[src/rtl/sub_serial_if.sv]
// sub_serial_if
//   Request/result bundle between an ALU sequencer and the serial subtractor.
//   master : drives start, a, b; observes busy, done, c and the flag set
//   slave  : the subtractor itself
//
//   start  request, honoured only while the unit is idle or in its done cycle
//   a, b   minuend / subtrahend, captured on the accepting edge only
//   busy   operation in progress
//   done   one-cycle pulse, c and flags valid
//   c      a - b mod 2^WIDTH
//   s, zr, cy, p, v   sign, zero, borrow, even parity, signed overflow
interface sub_serial_if #(
    parameter int WIDTH = 16
);
    logic             start;
    logic [WIDTH-1:0] a;
    logic [WIDTH-1:0] b;
    logic             busy;
    logic             done;
    logic [WIDTH-1:0] c;
    logic             s;
    logic             zr;
    logic             cy;
    logic             p;
    logic             v;

    modport master (
        output start, a, b,
        input  busy, done, c, s, zr, cy, p, v
    );

    modport slave (
        input  start, a, b,
        output busy, done, c, s, zr, cy, p, v
    );
endinterface

[src/rtl/sub_serial_unit.sv]
// sub_serial_unit
//   Digit-serial subtractor: c = a - b, DIGIT bits per clock, LSB slice first,
//   with the same five-flag set as the combinational adder unit so the ALU
//   flag logic can take either source.  WIDTH must be a multiple of DIGIT;
//   latency from the accepting edge to done is WIDTH/DIGIT clocks.
//
//   i_clk  rising-edge clock
//   i_rst  synchronous active-high reset; clears every output and aborts
//          any operation in flight (it also beats a simultaneous start)
//   bus    sub_serial_if slave modport (start/a/b in; busy/done/c/flags out)
//
//   state  | meaning
//   -------+-----------------------------------------------------------
//   IDLE   | waiting for start; c and flags hold the last result
//   RUN    | one slice of a - b per edge, borrow carried between slices
//   DONE   | single cycle, done=1; start here is accepted back-to-back
module sub_serial_unit #(
    parameter int WIDTH = 16,
    parameter int DIGIT = 4
) (
    input  logic        i_clk,
    input  logic        i_rst,
    sub_serial_if.slave bus
);

    localparam int NSLICE = WIDTH / DIGIT;
    localparam int CW     = (NSLICE > 1) ? $clog2(NSLICE) : 1;
    localparam logic [CW-1:0]    LAST_SLICE = CW'(NSLICE - 1);
    localparam logic [WIDTH-1:0] SLICE_MASK = WIDTH'((64'd1 << DIGIT) - 64'd1);

    typedef enum logic [1:0] {
        S_IDLE = 2'd0,
        S_RUN  = 2'd1,
        S_DONE = 2'd2
    } state_t;

    state_t           r_state;
    state_t           w_state_next;
    logic             w_accept;
    logic             w_step;
    logic             w_last;

    logic [WIDTH-1:0] r_a;
    logic [WIDTH-1:0] r_b;
    logic [WIDTH-1:0] r_c;
    logic [CW-1:0]    r_cnt;
    logic             r_borrow;
    logic             r_s;
    logic             r_zr;
    logic             r_cy;
    logic             r_p;
    logic             r_v;

    logic [31:0]      w_shamt;
    logic [DIGIT-1:0] w_a_sl;
    logic [DIGIT-1:0] w_b_sl;
    logic [DIGIT:0]   w_diff;
    logic [WIDTH-1:0] w_c_new;

    // ------------------------------------------------------------------
    // State register
    // ------------------------------------------------------------------
    always_ff @(posedge i_clk) begin
        if (i_rst) begin
            r_state <= S_IDLE;
        end else begin
            r_state <= w_state_next;
        end
    end

    // ------------------------------------------------------------------
    // Next state and per-cycle control
    // ------------------------------------------------------------------
    always_comb begin
        w_state_next = r_state;
        w_accept     = 1'b0;
        w_step       = 1'b0;
        w_last       = 1'b0;
        case (r_state)
            S_IDLE: begin
                if (bus.start) begin
                    w_accept     = 1'b1;
                    w_state_next = S_RUN;
                end
            end
            S_RUN: begin
                // start is deliberately not looked at here: no queueing
                w_step = 1'b1;
                if (r_cnt == LAST_SLICE) begin
                    w_last       = 1'b1;
                    w_state_next = S_DONE;
                end
            end
            S_DONE: begin
                if (bus.start) begin
                    w_accept     = 1'b1;
                    w_state_next = S_RUN;
                end else begin
                    w_state_next = S_IDLE;
                end
            end
            default: begin
                w_state_next = S_IDLE;
            end
        endcase
    end

    // ------------------------------------------------------------------
    // Slice arithmetic.  The difference is taken one DIGIT wide with one
    // guard bit; the guard bit of (a_sl - b_sl - borrow) is the borrow out.
    // ------------------------------------------------------------------
    assign w_shamt = 32'(r_cnt) * 32'(DIGIT);
    assign w_a_sl  = DIGIT'(r_a >> w_shamt);
    assign w_b_sl  = DIGIT'(r_b >> w_shamt);
    assign w_diff  = {1'b0, w_a_sl} - {1'b0, w_b_sl} - {{DIGIT{1'b0}}, r_borrow};

    // Slice written in place so slices not yet reached keep their old value
    assign w_c_new = (r_c & ~(SLICE_MASK << w_shamt))
                   | (WIDTH'(w_diff[DIGIT-1:0]) << w_shamt);

    // ------------------------------------------------------------------
    // Datapath
    // ------------------------------------------------------------------
    always_ff @(posedge i_clk) begin
        if (i_rst) begin
            r_a      <= '0;
            r_b      <= '0;
            r_c      <= '0;
            r_cnt    <= '0;
            r_borrow <= 1'b0;
            r_s      <= 1'b0;
            r_zr     <= 1'b0;
            r_cy     <= 1'b0;
            r_p      <= 1'b0;
            r_v      <= 1'b0;
        end else if (w_accept) begin
            // c is left alone: it is overwritten slice by slice
            r_a      <= bus.a;
            r_b      <= bus.b;
            r_cnt    <= '0;
            r_borrow <= 1'b0;
        end else if (w_step) begin
            r_c      <= w_c_new;
            r_borrow <= w_diff[DIGIT];
            r_cnt    <= w_last ? '0 : r_cnt + 1'b1;
            if (w_last) begin
                // flags move together, from the completed result only
                r_s  <= w_c_new[WIDTH-1];
                r_zr <= (w_c_new == '0);
                r_cy <= w_diff[DIGIT];
                r_p  <= ~^w_c_new;
                r_v  <= (r_a[WIDTH-1] != r_b[WIDTH-1]) &
                        (w_c_new[WIDTH-1] != r_a[WIDTH-1]);
            end
        end
    end

    // ------------------------------------------------------------------
    // Outputs
    // ------------------------------------------------------------------
    assign bus.busy = (r_state == S_RUN);
    assign bus.done = (r_state == S_DONE);
    assign bus.c    = r_c;
    assign bus.s    = r_s;
    assign bus.zr   = r_zr;
    assign bus.cy   = r_cy;
    assign bus.p    = r_p;
    assign bus.v    = r_v;

endmodule
[src/flat_wrapper.sv]
// flat-port wrapper written by rule: the top's interface ports become plain ports
module sub_serial_unit_flat 
#(
    parameter int WIDTH = 16,
    parameter int DIGIT = 4
)
  (i_clk, i_rst, bus_start, bus_a, bus_b, bus_busy, bus_done, bus_c, bus_s, bus_zr, bus_cy, bus_p, bus_v);
  sub_serial_if #(.WIDTH(WIDTH)) bus_i ();
  input  logic i_clk;
  input  logic i_rst;
  input wire logic [$bits(bus_i.start)-1:0] bus_start;
  input wire logic [$bits(bus_i.a)-1:0] bus_a;
  input wire logic [$bits(bus_i.b)-1:0] bus_b;
  output wire logic [$bits(bus_i.busy)-1:0] bus_busy;
  output wire logic [$bits(bus_i.done)-1:0] bus_done;
  output wire logic [$bits(bus_i.c)-1:0] bus_c;
  output wire logic [$bits(bus_i.s)-1:0] bus_s;
  output wire logic [$bits(bus_i.zr)-1:0] bus_zr;
  output wire logic [$bits(bus_i.cy)-1:0] bus_cy;
  output wire logic [$bits(bus_i.p)-1:0] bus_p;
  output wire logic [$bits(bus_i.v)-1:0] bus_v;
  assign bus_i.start = bus_start;
  assign bus_i.a = bus_a;
  assign bus_i.b = bus_b;
  assign bus_busy = bus_i.busy;
  assign bus_done = bus_i.done;
  assign bus_c = bus_i.c;
  assign bus_s = bus_i.s;
  assign bus_zr = bus_i.zr;
  assign bus_cy = bus_i.cy;
  assign bus_p = bus_i.p;
  assign bus_v = bus_i.v;
  sub_serial_unit #(.WIDTH(WIDTH), .DIGIT(DIGIT)) u_core (.i_clk(i_clk), .i_rst(i_rst), .bus(bus_i));
endmodule
[config.mk]
export PLATFORM = sky130hd
export DESIGN_NAME = sub_serial_unit_flat
export DESIGN_NICKNAME = d
export VERILOG_FILES = /design/src/rtl/sub_serial_if.sv /design/src/rtl/sub_serial_unit.sv /design/src/flat_wrapper.sv
export SDC_FILE = /design/constraint.sdc
export NUM_CORES = 1
export LEC_CHECK = 0
export ABC_AREA = 1
export CORE_ASPECT_RATIO = 0.5
export CORE_UTILIZATION = 30
export CTS_CLUSTER_DIAMETER = 60
export DETAILED_ROUTE_END_ITERATION = 6
export REMOVE_ABC_BUFFERS = 1
export SYNTH_ARGS = -nofsm -noshare
export SYNTH_HDL_FRONTEND = slang
export SYNTH_SLANG_ARGS = --single-unit
export TNS_END_PERCENT = 50
[constraint.sdc]
create_clock -name i_clk -period 5.1 [get_ports i_clk]
set_clock_uncertainty 0.2 [all_clocks]
set_input_delay 1.02 -clock i_clk [delete_from_list [all_inputs] [get_ports i_clk]]
set_output_delay 1.02 -clock i_clk [all_outputs]
set_load 0.005 [all_outputs]
* After elaboration in Yosys (flattened, before gate mapping) *
Index checks and enable logic that the tools add are counted.

storage, ports and cells
  flip-flop bits (word level) = 58
  bits of input ports = 35
  output and inout port bits = 23
  logic and storage cells = 48

operators by class
  add/sub/neg operators = 3
  eq/ne operators = 7
  shifts and indexed selects = 4
  muxes and demuxes = 10
  bitwise gates (word level) = 5
  reductions and logical operators = 8

operators by type and width
  operator                                                            number
  16-bit by 4-bit >> shifter with 4-bit output                        2
  16-bit AND                                                          1
  16-bit logical NOT                                                  1
  16-bit NOT                                                          1
  16-bit OR                                                           1
  16-bit XNOR reduction                                               1
  4-bit by 4-bit << shifter with 16-bit output                        1
  4-bit by 4-bit << shifter with 16-bit output, first input constant  1
  1-bit two-way mux                                                   6
  2-bit two-way mux                                                   3
  2-bit one-hot mux with 3 select lines                               1
  4-bit by 4-bit subtractor with 5-bit output                         1
  5-bit by 1-bit subtractor with 5-bit output                         1
  2-bit == test, second input constant                                2
  2-bit AND reduction                                                 2
  2-bit OR reduction                                                  2
  3-bit AND reduction                                                 1
  2-bit by 1-bit adder with 2-bit output, second input constant       1
  2-bit by 1-bit == test with 1-bit output, second input constant     1
  2-bit logical NOT                                                   1
  1-bit != test                                                       2
  2-bit by 1-bit != test with 1-bit output, second input constant     1
  2-bit != test, second input constant                                1
  1-bit AND                                                           1
  1-bit NOT                                                           1

* Longest topological paths before layout *
  word-level depth = 7
  mapped depth = 24
  mapped depth without buffers = 22

* Worst setup path before layout *
Ideal clock, no wire load.

  kind = register to register
  start point = register u_core.r_cnt[1]
  end point = register u_core.r_p, in the netlist u_core.bus.p
  setup time = 66 ps
  arrival = 3,513 ps
  data required time = 4,834 ps
  setup slack = 1,320 ps
  cell stages (with the launch flop) = 24
  buffers on the path = 2
  period minus slack after synthesis = 3,780 ps
  cell sequence = dfxtp_1 > inv_2 > buf_2 > buf_1 > a21oi_1 > a32o_1 > fa_1 > ha_1 > nand3_2 > nand2_1 > nand2_2 > nand2_1 > nor2_1 > nand2_1 > o21ai_1 > inv_1 > ha_1 > xnor2_1 > xnor2_1 > xor2_1 > inv_1 > nand3_1 > nand2_1 > a21oi_2

on the way
  word-level cells in the longest chain between the ends = 6
  elaborated cells on any way between the ends = 14
  those cells by class = add/sub: 2; eq/ne: 1; shift: 4; mux: 2; bitwise: 3; reduce/logical: 2

ends and longest elaborated chain
  item                                                                    RTL line                                        text
  start, declared                                                         sub_serial_unit.sv:46                           logic [CW-1:0] r_cnt;
  start signal, assigned                                                  sub_serial_unit.sv:145                          r_cnt <= w_last ? '0 : r_cnt + 1'b1;
  16-bit by 4-bit >> shifter with 4-bit output, on equally long branches  sub_serial_unit.sv:113, sub_serial_unit.sv:114
  4-bit by 4-bit subtractor with 5-bit output                             sub_serial_unit.sv:115                          assign w_diff = {1'b0, w_a_sl} - {1'b0, w_b_sl} - {{DIGIT{1'b0}}, r_borrow};
  5-bit by 1-bit subtractor with 5-bit output                             sub_serial_unit.sv:115
  4-bit by 4-bit << shifter with 16-bit output                            sub_serial_unit.sv:119                          | (WIDTH'(w_diff[DIGIT-1:0]) << w_shamt);
  16-bit OR                                                               sub_serial_unit.sv:119
  16-bit XNOR reduction                                                   sub_serial_unit.sv:151                          r_p <= ~^w_c_new;
  end signal, assigned                                                    sub_serial_unit.sv:151
  end, declared                                                           sub_serial_unit.sv:51                           logic r_p;

Parallel ways exist; a longest one is shown, timed or not.
A chain may end at the register's enable or synchronous reset.

* Worst setup path after layout *
  start point = register u_core.r_cnt[0]
  end point = register u_core.r_p, in the netlist u_core.bus.p

Same word-level chain as after synthesis.

==> impl_metrics.csv <==
group,metric,value,unit
outcome,status,"finished, violations left",
outcome,violations,"DRC",
worst_setup_path,slowest_stage,"fa_1",
die,coreArea,0.009447,mm²
die,rows,25,
sta,tightest_slew,0.8587,ns
clock_network,cts_buffer_depth,2,
synth,synth_seq_area_share,39.71,%
pwr,p_leak,1.557,nW
final_layout,num_antenna_cells,0,
detailed_routing,drt-initial-drc-count,102,
clock_network,cts_buffers,9,
synth,synthFlopType,"dfxtp_1",
detailed_routing,routed-via-count,2717,
final_layout,fill_cells,1004,
detailed_routing,via_per_inst,4.491,
worst_setup_path,reg2reg_to,"u_core.bus.p$_SDFFE_PP0P_",
worst_setup_path,cp_max_fo,23,
clock_network,cts_hold_buffers,0,
clock_network,htreeDepth,3,
die,die_w,141.6,µm
placement,dp_hpwl,4.990,mm
final_layout,final-instance-count-excl-fill,605,
global_route,grt_pass1_wl,11.67,mm
clock_network,post_cts_buffers,0,
sta,layout_min_cycle_time,3.736,ns
synth,yosys.area.top_type,"dfxtp_1",
pwr,cellPowerDensity,384.3,mW/mm²
sta,slew_violations,0,
placement,place.gp.congestion,0.7756,
global_route,antenna_found_initial,0,
die,io_pins,58,
worst_setup_path,regToRegSetupSlack,1.36,ns
synth,avgSynthCellArea,7.080,µm²
synth,synthAdderAreaFrac,7.788,%
final_layout,drive_gt1_share,7.447,%
sta,setup_violations,0,
synth,synth_top_family_by_area,"simple AND/OR/NAND/NOR gates",
global_route,grt_start_max_net_pins,37,
clock_network,post_cts_resize_count,0,
sta,clock.fmax,0.2677,GHz
worst_hold_path,min_to,"u_core.r_b[6]$_SDFFE_PP0P_",
final_layout,syn_to_final_growth,34.83,%
clock_network,clk_pin_slew_worst_paths,0.05,ns
worst_setup_path,path_cells,"buf_4, a21oi_1, a32o_1, fa_1, fa_1, nand2_1, nand3_1, o22ai_1, inv_1, ha_1, xnor2_1, xnor2_1, xor2_1, inv_1, nand3_1, nand2_1, a21oi_2",
worst_setup_path,slowest_delay,0.44,ns
synth,synthArstFlopShare,0,%
worst_hold_path,hold_start,"u_core.r_b[6]$_SDFFE_PP0P_",
clock_network,cts_tree,"yes",
final_layout,multi_input_area,0.001510,mm²
worst_hold_path,hp-class,"register to register",
global_route,track_usage,14.57,%
synth,syn_area,0.002924,mm²
synth,synth-simple-area-share,23.62,%
die,die_area,0.01017,mm²
run,maxCapViolCount,0,
synth,muxShareOfSynthArea,0,%
synth,synth_compound_area_share,18.14,%
die,start_util,30.95,%
sta,slew_headroom,42.69,%
final_layout,regArea,0.001161,mm²
placement,place_inst,590,
final_layout,final_nets,518,
worst_setup_path,worstReg2RegStart,"u_core.r_cnt[0]$_SDFFE_PP0P_",
worst_setup_path,worst-setup-path-type,"register to register",
worst_setup_path,cp_data_arrival_time,3.79,ns
sta,rsz0062_at_grt,"no",
detailed_routing,avgRoutedWirePerCell,11.62,µm
clock_network,clockRootBuffer,"clkbuf_16",
synth,ys_types,30,
sta,hold_viol_final,0,
worst_setup_path,reg2reg_depth,17,
die,die_h,71.81,µm
global_route,grt-ovfl-total,0,
synth,synth-edff-count,0,
synth,synth_top_area_share,39.71,%
worst_hold_path,whs_path_depth,2,
clock_network,insertion_delay,0.32,ns
synth,yosys.area_share.xor_xnor,2.097,%
synth,postSynthCellCount,413,
synth,yosys_warnings,0,
detailed_routing,drc,2,
sta,fin_crit_sh,73.25,%
sta,final.setup.tns,0,ns
clock_network,cts.sinks,58,
synth,ys_ff_latch,58,
detailed_routing,routed_wl,7.031,mm
pwr,irDropWorstVdd,0.1776,mV
placement,portBuffers,57,
worst_setup_path,end_kind,"register",
worst_setup_path,required,5.16,ns
detailed_routing,firstDrtPassIters,6,
global_route,grt_pass1_vias,2632,
synth,synthTopCellsByArea,"dfxtp_1 (40%), nor2_1 (11%), nand2_1 (8.2%)",
detailed_routing,drtAntennaViolNets,0,
worst_setup_path,cp-start-kind,"register",
[area by class of cell]
class                      count  area share [%]
timing repair buffer          63           15.61
inverter                      45           4.284
sequential                    58           29.45
clock inverter                 5           1.999
tap                          135           4.284
multi-input combinational    289           38.31
clock buffer                  10           6.062
[state kept, by name, indices dropped and copies added (netlist names)]
signal           cells
u_core.r_borrow      1
u_core.bus.cy        1
u_core.bus.c        16
u_core.r_b          16
u_core.r_cnt         2
u_core.bus.zr        1
u_core.r_a          16
u_core.r_state       2
u_core.bus.v         1
u_core.bus.p         1
u_core.bus.s         1
[worst max-delay path by stage]
stage / cells after the start / start / end / slack, ns
6_report: 17 / u_core.r_cnt[0]$_SDFFE_PP0P_ / u_core.bus.p$_SDFFE_PP0P_ / 1.36
3_3_place_gp: 17 / u_core.r_cnt[0]$_SDFFE_PP0P_ / u_core.bus.p$_SDFFE_PP0P_ / 1.41
2_1_floorplan: 17 / u_core.r_cnt[0]$_SDFFE_PP0P_ / u_core.bus.p$_SDFFE_PP0P_ / 1.27
3_5_place_dp: 17 / u_core.r_cnt[0]$_SDFFE_PP0P_ / u_core.bus.p$_SDFFE_PP0P_ / 1.37
5_1_grt: 21 / u_core.r_cnt[0]$_SDFFE_PP0P_ / u_core.bus.p$_SDFFE_PP0P_ / 1.05
4_1_cts: 17 / u_core.r_cnt[0]$_SDFFE_PP0P_ / u_core.bus.p$_SDFFE_PP0P_ / 1.36
[power by group]
part | internal (mW) | switching, mW | total (mW)
Sequential | 0.484 | 0.0170 | 0.501
Clock | 0.436 | 0.202 | 0.638
Combinational | 0.166 | 0.210 | 0.376
Total | 1.09 | 0.429 | 1.52
[logic make-up (layout without fill, tap and decap cells)]
group / Yosys count / count (layout)
xor+xnor: 7 / 7
flops: 58 / 58
fa+ha+maj: 17 / 17
simple gates: 168 / 168
buf+inv: 66 / 123
compound gates: 97 / 97
[critical path: cells and delay by family, from the launching register on]
family                     cells  cell delay (ns)
AOI/OAI and AO/OA              4             0.69
buffers and inverters          3             0.39
DFF                            1             0.34
adders and majority gates      3             1.18
and+or+nand+nor                4             0.36
xor gates and xnor gates       3             0.51
[stage by stage]
step	utilization [%]	area, µm²	hold WS (ns)	power (mW)	worst slack, ns
floorplan	-	2840	0.2495	0.7779	1.273
global placement	38.37	3625	0.2616	0.8812	1.411
detailed placement	38.37	3625	0.2666	0.8856	1.374
CTS	41.74	3943	0.2787	1.527	1.358
global route	41.74	3943	0.2962	1.600	1.052
finish	41.74	3943	0.2728	1.515	1.364
[metal layers]
layer	track usage, %	wire length (µm)	vias to the layer above
met1	18.70	3593	1213
met2	23.75	3063	58
met3	3.543	319	6
met4	5.854	55	0
met5	0	0	-
li1	-	-	1440
[layout by cell type (no fill, tap or decap), drive strengths merged, types with 13 or more instances in the layout]
master / count
ha: 15
o21ai: 49
inv: 45
clkdlybuf4s50: 57
a21oi: 28
o22ai: 13
dfxtp: 58
nor2: 85
nand2: 66
[synthesized netlist by cell type (2+ instances only)]
cell	n
xnor2_1	4
inv_2	5
inv_1	40
nor2_2	2
nand3_2	3
nor2_1	83
o21ai_0	43
nand2_1	64
ha_1	15
xor2_1	3
nand2_2	2
clkbuf_1	18
o21ai_1	6
dfxtp_1	58
o22ai_1	13
nand3_1	7
a21oi_1	27
o21a_1	3
fa_1	2
nand4_1	3
a32o_1	3
No activity file was read; power rests on OpenSTA's default activity.
